[src/rtl/lsu_lq_ordered.sv]
// rtl/lsu_lq_ordered.sv - ordered load queue with miss replay and store-overlap mis-speculation detection
//
// Ports:
//   clk, rst                     clock, asynchronous active-high reset
//   i_flush                      invalidate every slot
//   i_rob_head_tag               oldest in-flight ROB tag, reference point for ages
//   o_full                       no free slot (state based)
//   i_alloc_*                    allocate a load into the lowest free slot
//   i_replay_stall, o_replay_*   oldest replay-ready load issued back to LSU_EX
//   i_update_lq_*                mark the last allocated/replayed load as waiting on the MHQ
//   i_mhq_fill*                  MHQ fill broadcast
//   i_sq_retire_*                retiring store, checked against younger loads
//   i_rob_retire_*               retiring load, o_rob_retire_mis_speculated reports its flag

package procyon_pkg;
    typedef enum logic [2:0] {
        LSU_FUNC_LB  = 3'd0,
        LSU_FUNC_LH  = 3'd1,
        LSU_FUNC_LW  = 3'd2,
        LSU_FUNC_LBU = 3'd3,
        LSU_FUNC_LHU = 3'd4,
        LSU_FUNC_SB  = 3'd5,
        LSU_FUNC_SH  = 3'd6,
        LSU_FUNC_SW  = 3'd7
    } procyon_lsu_func_t;
endpackage

module lsu_lq_ordered
    import procyon_pkg::*;
#(
    parameter int LQ_DEPTH      = 8,
    parameter int ADDR_WIDTH    = 32,
    parameter int ROB_TAG_WIDTH = 6,
    parameter int MHQ_TAG_WIDTH = 2
) (
    input  logic                     clk,
    input  logic                     rst,
    input  logic                     i_flush,
    input  logic [ROB_TAG_WIDTH-1:0] i_rob_head_tag,
    output logic                     o_full,
    input  logic                     i_alloc_en,
    input  logic [ROB_TAG_WIDTH-1:0] i_alloc_tag,
    input  logic [ADDR_WIDTH-1:0]    i_alloc_addr,
    input  procyon_lsu_func_t        i_alloc_lsu_func,
    input  logic                     i_replay_stall,
    output logic                     o_replay_en,
    output logic [ROB_TAG_WIDTH-1:0] o_replay_tag,
    output logic [ADDR_WIDTH-1:0]    o_replay_addr,
    output procyon_lsu_func_t        o_replay_lsu_func,
    input  logic                     i_update_lq_en,
    input  logic                     i_update_lq_retry,
    input  logic [MHQ_TAG_WIDTH-1:0] i_update_lq_mhq_tag,
    input  logic                     i_mhq_fill,
    input  logic [MHQ_TAG_WIDTH-1:0] i_mhq_fill_tag,
    input  logic                     i_sq_retire_en,
    input  logic [ROB_TAG_WIDTH-1:0] i_sq_retire_tag,
    input  logic [ADDR_WIDTH-1:0]    i_sq_retire_addr,
    input  procyon_lsu_func_t        i_sq_retire_lsu_func,
    input  logic                     i_rob_retire_en,
    input  logic [ROB_TAG_WIDTH-1:0] i_rob_retire_tag,
    output logic                     o_rob_retire_mis_speculated
);

    localparam int IDX_W = $clog2(LQ_DEPTH);

    logic [LQ_DEPTH-1:0]      valid;
    logic [LQ_DEPTH-1:0]      needs_replay;
    logic [LQ_DEPTH-1:0]      replay_rdy;
    logic [LQ_DEPTH-1:0]      replay_retry;
    logic [LQ_DEPTH-1:0]      mis_spec;
    logic [ROB_TAG_WIDTH-1:0] tag      [LQ_DEPTH];
    logic [ADDR_WIDTH-1:0]    addr     [LQ_DEPTH];
    procyon_lsu_func_t        lsu_func [LQ_DEPTH];
    logic [MHQ_TAG_WIDTH-1:0] mhq_tag  [LQ_DEPTH];
    logic [IDX_W-1:0]         update_slot;

    function automatic logic [2:0] func_size(input procyon_lsu_func_t f);
        case (f)
            LSU_FUNC_LB, LSU_FUNC_LBU, LSU_FUNC_SB: func_size = 3'd1;
            LSU_FUNC_LH, LSU_FUNC_LHU, LSU_FUNC_SH: func_size = 3'd2;
            default:                                func_size = 3'd4;
        endcase
    endfunction

    // Ages relative to the ROB head; unsigned wrap gives the modulo for free.
    logic [ROB_TAG_WIDTH-1:0] age [LQ_DEPTH];
    logic [ROB_TAG_WIDTH-1:0] st_age;
    logic [ADDR_WIDTH:0]      st_start;
    logic [ADDR_WIDTH:0]      st_end;
    logic [LQ_DEPTH-1:0]      st_hit;

    always_comb begin
        st_age   = i_sq_retire_tag - i_rob_head_tag;
        st_start = {1'b0, i_sq_retire_addr};
        st_end   = st_start + (ADDR_WIDTH+1)'(func_size(i_sq_retire_lsu_func));
        for (int i = 0; i < LQ_DEPTH; i++) begin
            logic [ADDR_WIDTH:0] ld_start;
            logic [ADDR_WIDTH:0] ld_end;
            age[i]    = tag[i] - i_rob_head_tag;
            ld_start  = {1'b0, addr[i]};
            ld_end    = ld_start + (ADDR_WIDTH+1)'(func_size(lsu_func[i]));
            // Only loads that already returned data and are younger than the store can be wrong.
            st_hit[i] = valid[i] && !needs_replay[i] && (age[i] > st_age) &&
                        (ld_start < st_end) && (st_start < ld_end);
        end
    end

    // Lowest-index free slot.
    logic [IDX_W-1:0] alloc_slot;
    logic             alloc_accept;

    always_comb begin
        alloc_slot = '0;
        for (int i = LQ_DEPTH-1; i >= 0; i--) begin
            if (!valid[i]) alloc_slot = IDX_W'(i);
        end
    end

    assign o_full       = &valid;
    assign alloc_accept = i_alloc_en && !o_full && !i_flush;

    // Oldest replay-ready slot.
    logic                     rp_found;
    logic [IDX_W-1:0]         rp_slot;
    logic [ROB_TAG_WIDTH-1:0] rp_age;

    always_comb begin
        rp_found = 1'b0;
        rp_slot  = '0;
        rp_age   = '0;
        for (int i = 0; i < LQ_DEPTH; i++) begin
            if (replay_rdy[i] && (!rp_found || age[i] < rp_age)) begin
                rp_found = 1'b1;
                rp_slot  = IDX_W'(i);
                rp_age   = age[i];
            end
        end
    end

    // An allocation owns the LSU_EX port this cycle, even if it is not accepted.
    assign o_replay_en       = rp_found && !i_replay_stall && !i_alloc_en;
    assign o_replay_tag      = tag[rp_slot];
    assign o_replay_addr     = addr[rp_slot];
    assign o_replay_lsu_func = lsu_func[rp_slot];

    always_comb begin
        o_rob_retire_mis_speculated = 1'b0;
        for (int i = 0; i < LQ_DEPTH; i++) begin
            if (valid[i] && tag[i] == i_rob_retire_tag && mis_spec[i]) begin
                o_rob_retire_mis_speculated = 1'b1;
            end
        end
    end

    // A fill arriving in the same cycle as the update would otherwise be missed,
    // leaving the load waiting forever.
    logic update_fill_hit;
    assign update_fill_hit = i_mhq_fill &&
                             (i_update_lq_retry || i_mhq_fill_tag == i_update_lq_mhq_tag);

    // Per-slot actions are written lowest priority first so later ones override.
    always_ff @(posedge clk or posedge rst) begin
        if (rst) begin
            valid        <= '0;
            needs_replay <= '0;
            replay_rdy   <= '0;
            replay_retry <= '0;
            mis_spec     <= '0;
            update_slot  <= '0;
            for (int i = 0; i < LQ_DEPTH; i++) begin
                tag[i]      <= '0;
                addr[i]     <= '0;
                lsu_func[i] <= LSU_FUNC_LB;
                mhq_tag[i]  <= '0;
            end
        end else begin
            for (int i = 0; i < LQ_DEPTH; i++) begin
                if (i_mhq_fill && needs_replay[i] && !replay_rdy[i] &&
                    (replay_retry[i] || mhq_tag[i] == i_mhq_fill_tag)) begin
                    replay_rdy[i] <= 1'b1;
                end
                if (i_sq_retire_en && st_hit[i]) begin
                    mis_spec[i] <= 1'b1;
                end
                if (i_rob_retire_en && valid[i] && tag[i] == i_rob_retire_tag) begin
                    valid[i] <= 1'b0;
                end
                if (o_replay_en && rp_slot == IDX_W'(i)) begin
                    needs_replay[i] <= 1'b0;
                    replay_rdy[i]   <= 1'b0;
                end
                if (i_update_lq_en && update_slot == IDX_W'(i)) begin
                    needs_replay[i] <= 1'b1;
                    replay_retry[i] <= i_update_lq_retry;
                    mhq_tag[i]      <= i_update_lq_mhq_tag;
                    mis_spec[i]     <= 1'b0;
                    replay_rdy[i]   <= update_fill_hit;
                end
                if (alloc_accept && alloc_slot == IDX_W'(i)) begin
                    valid[i]        <= 1'b1;
                    tag[i]          <= i_alloc_tag;
                    addr[i]         <= i_alloc_addr;
                    lsu_func[i]     <= i_alloc_lsu_func;
                    needs_replay[i] <= 1'b0;
                    replay_rdy[i]   <= 1'b0;
                    mis_spec[i]     <= 1'b0;
                end
                if (i_flush) begin
                    valid[i]        <= 1'b0;
                    needs_replay[i] <= 1'b0;
                    replay_rdy[i]   <= 1'b0;
                end
            end

            if (alloc_accept) begin
                update_slot <= alloc_slot;
            end else if (o_replay_en) begin
                update_slot <= rp_slot;
            end
        end
    end

endmodule

[config.mk]
export PLATFORM = sky130hd
export DESIGN_NAME = lsu_lq_ordered
export DESIGN_NICKNAME = d
export VERILOG_FILES = /design/src/rtl/lsu_lq_ordered.sv
export SDC_FILE = /design/constraint.sdc
export NUM_CORES = 2
export LEC_CHECK = 0
export ABC_AREA = 1
export CAP_MARGIN = 20
export CELL_PAD_IN_SITES_DETAIL_PLACEMENT = 1
export CELL_PAD_IN_SITES_GLOBAL_PLACEMENT = 1
export CORE_ASPECT_RATIO = 0.5
export CORE_MARGIN = 8
export CORE_UTILIZATION = 40
export CTS_CLUSTER_DIAMETER = 200
export DETAILED_ROUTE_END_ITERATION = 8
export GPL_TIMING_DRIVEN = 0
export PLACE_DENSITY_LB_ADDON = 0.12
export RECOVER_POWER = 100
export SKIP_CTS_REPAIR_TIMING = 1
export SLEW_MARGIN = 20
export SYNTH_ARGS = -nofsm -noshare
export SYNTH_HDL_FRONTEND = slang
export SYNTH_SLANG_ARGS = --single-unit
[constraint.sdc]
create_clock -name clk -period 30.8 [get_ports clk]
set_clock_uncertainty 0.05 [all_clocks]
set_input_delay 9.24 -clock clk [delete_from_list [all_inputs] [get_ports clk]]
set_output_delay 9.24 -clock clk [all_outputs]
set_load 0.1 [all_outputs]
==> impl_metrics.csv <==
group,metric,value,unit
status,status,"complete, but fails checks",
status,violations,"max-capacitance violations, max-slew violations",
logic_synthesis,synth_most_common_cell,"nand2_1",
worst_setup_path,r2r_cells,81,
clock_network,clockBufferDepth,3,
logic_synthesis,synth_top_cell_by_area,"dfrtp_1",
logic_synthesis,avgSynthCellArea,7.49,sq um
floorplan,dieArea,107000,sq um
floorplan,start_util,0.403,
worst_hold_path,hold_path_end,"replay_retry[1]",
worst_hold_path,min_path_type,"flip-flop to flip-flop",
logic_synthesis,synth_ff_type,"dfrtp_1",
sta,final_hold_viol_count,0,
logic_synthesis,ys_seq_elements,387,
logic_synthesis,synthesis.area,38400,sq um
worst_setup_path,max_stage_delay,910,ps
logic_synthesis,synth_top_cell_area_share,0.252,
worst_setup_path,crit_top_cell,"nand2_1",
pwr,power_density,54.3,nW/um^2
layout,drive_gt1_frac,0.0587,
global_route,grt_remaining_overflow,0,
placement,numPortBuffers,145,
clock_network,htree_levels,2,
worst_setup_path,crit_arrival,21040,ps
worst_setup_path,crit_buf_inv,11,
global_route,grt_usage,0.357,
placement,place_area,41600,sq um
floorplan,die_w,454,microns
routing,wl,198000,microns
sta,fin_crit_sh,0.985,
sta,slew_violations,413,
floorplan,ios,152,
clock_network,numCtsBuffers,44,
routing,wl_per_cell,29.8,microns
layout,fin_nets,6126,
worst_setup_path,crit_slowest_cell,"buf_1",
logic_synthesis,yosysWarningCount,0,
routing,vias_per_cell,6.22,
routing,vias,41427,
logic_synthesis,async_flop_share,1.00,
logic_synthesis,synth_edf_count,0,
clock_network,cts.sinks,387,
worst_setup_path,worstReg2RegStart,"tag[44]",
clock_network,path_clk_slew,60,ps
routing,drt_iter0_markers,4388,
sta,slew_headroom,-2.67,
worst_setup_path,start_kind,"primary input",
logic_synthesis,synth_cell_type_count,61,
routing,drt_first_pass_iters,6,
logic_synthesis,netlist_instances,5126,
worst_hold_path,min_from,"replay_retry[1]",
pwr,power.leakage,20.1,nW
sta,max_freq,33.0,MHz
logic_synthesis,synth_common_cells,"nand2_1, ha_1, o21ai_0, inv_1, nor2_1",
worst_setup_path,critPathTopFamily,"simple AND/OR/NAND/NOR gates",
layout,final_area,43900,sq um
global_route,grt_pass1_vias,41565,
sta,holdWs,441,ps
logic_synthesis,ys_seq_area_frac,0.252,
logic_synthesis,syn_nets,5903,
floorplan,die_h,235,microns
clock_network,cts_root_buf,"clkbuf_16",
sta,fin_crit,30330,ps
worst_hold_path,whs_path_depth,2,
routing,drc,0,
worst_setup_path,cp.depth,73,
pwr,vdd_ir_drop_max,0.0000391,V
floorplan,rows,80,
worst_setup_path,reg2reg_slack,19360,ps
placement,gp_congestion,0.967,
clock_network,insertion_delay,650,ps
run,cap_violations,7,
logic_synthesis,synthTopCellsByArea,"dfrtp_1, ha_1, nand2_1, o21ai_0, xor2_1",
placement,hpwl,152000,microns
layout,area_delta_synth_final,14.4,%
worst_setup_path,endpoint_kind,"primary output",
worst_setup_path,r2r_end,"replay_rdy[5]",
worst_setup_path,critPathMaxFanout,10,
worst_setup_path,path_class,"primary input to primary output",
clock_network,tritoncts,"yes",
routing,postRouteAntennaNets,0,
floorplan,design.core.area,95200,sq um
global_route,grt_max_degree,96,
sta,finalSetupViolations,0,
worst_setup_path,required,21510,ps
global_route,grt_pass1_wl,285000,microns
global_route,antenna_found_initial,11,
sta,tightest_slew,5510,ps
==> layout by cell type, fill, tap and decap left out, drive strengths merged, types with 7 or more instances in the layout <==
cell,synthesis,final
o21bai,18,18
o221ai,7,7
nand2,1040,1040
a31oi,11,11
ha,651,651
o22ai,23,23
fa,18,18
o221a,20,20
nand3,260,260
xor2,191,191
dfrtp,387,387
clkbuf,104,184
a21o,26,26
and2,8,8
a211oi,30,30
inv,437,436
o21ai,521,521
diode,0,9
buf,76,133
nand4,259,259
nor4,30,30
dlygate4sd3,0,9
xnor2,87,87
a221oi,15,15
a21oi,312,312
o211ai,14,14
clkinv,2,11
nor2,405,405
clkdlybuf4s50,0,94
nor3,66,66
o21a,40,40
==> kinds of logic (layout without fill, tap and decap cells) <==
logic type      Yosys count  count (layout)  synth area share
flops                   387             387             0.252
compound gates         1084            1084             0.161
simple gates           2089            2089             0.237
xor+xnor                278             278            0.0634
buf+inv                 619             875            0.0639
fa+ha+maj               669             669             0.222
other cells               0               9                 0
==> area by class of cell <==
type | instances | area, sq um
Antenna cell | 9 | 22.5
Buffer | 179 | 1090
Clock buffer | 64 | 1280
Clock inverter | 15 | 154
Fill cell | 11803 | 51300
Inverter | 439 | 1680
Multi-Input combinational cell | 4120 | 26600
Sequential cell | 387 | 9680
Tap cell | 1271 | 1590
Timing Repair Buffer | 178 | 1850
==> power breakdown <==
group / switching, mW / internal [mW]
Clock: 0.265 / 0.306
Sequential: 0.126 / 0.572
Combinational: 0.730 / 0.387
==> flip-flops by register name, indices dropped and copies added (netlist names) <==
signal / cells
mhq_tag: 16
replay_retry: 8
lsu_func: 24
addr: 256
replay_rdy: 8
tag: 48
mis_spec: 8
needs_replay: 8
update_slot: 3
valid: 8
==> layer usage <==
layer | track usage | vias to the layer above | share of wire
li1 | - | 18285 | -
met1 | 0.496 | 20876 | 0.44
met2 | 0.526 | 1875 | 0.42
met3 | 0.0983 | 379 | 0.10
met4 | 0.132 | 12 | 0.040
met5 | 0 | - | 0.0011
==> stage by stage <==
stage                     power, mW  setup TNS (ps)  setup slack [ps]  utilization  std cells
final                          2.39               0               467        0.461       6662
after global placement         1.69          -90810             -2680        0.435       6542
after CTS                      2.31         -105990             -3130        0.452       6629
after detailed placement       1.74         -103000             -3050        0.437       6550
after floorplan                1.36               0               945            -       5126
after global routing           2.52           -7900              -224        0.461       6656
==> worst max-delay path by stage <==
stage	endpoint	slack, ps	from
2_1_floorplan	o_replay_addr[29]	950	i_rob_head_tag[1]
3_3_place_gp	o_replay_addr[15]	-2680	i_rob_head_tag[1]
3_5_place_dp	o_replay_addr[16]	-3050	i_rob_head_tag[1]
4_1_cts	o_replay_addr[16]	-3130	i_rob_head_tag[1]
5_1_grt	o_replay_addr[9]	-220	i_rob_head_tag[2]
6_report	o_replay_addr[9]	470	i_rob_head_tag[2]
==> worst register-to-register path: cells and delay by family, from the launching register on <==
kind,cells,cell delay (ps)
AND/OR/NAND/NOR,41,3720
AO/OA/AOI/OAI,21,2760
adder cells (fa/ha/maj),8,2330
buffers and inverters,10,1680
flip-flops,1,510
XOR/XNOR,1,220
Power figures use the tool's default switching activity.
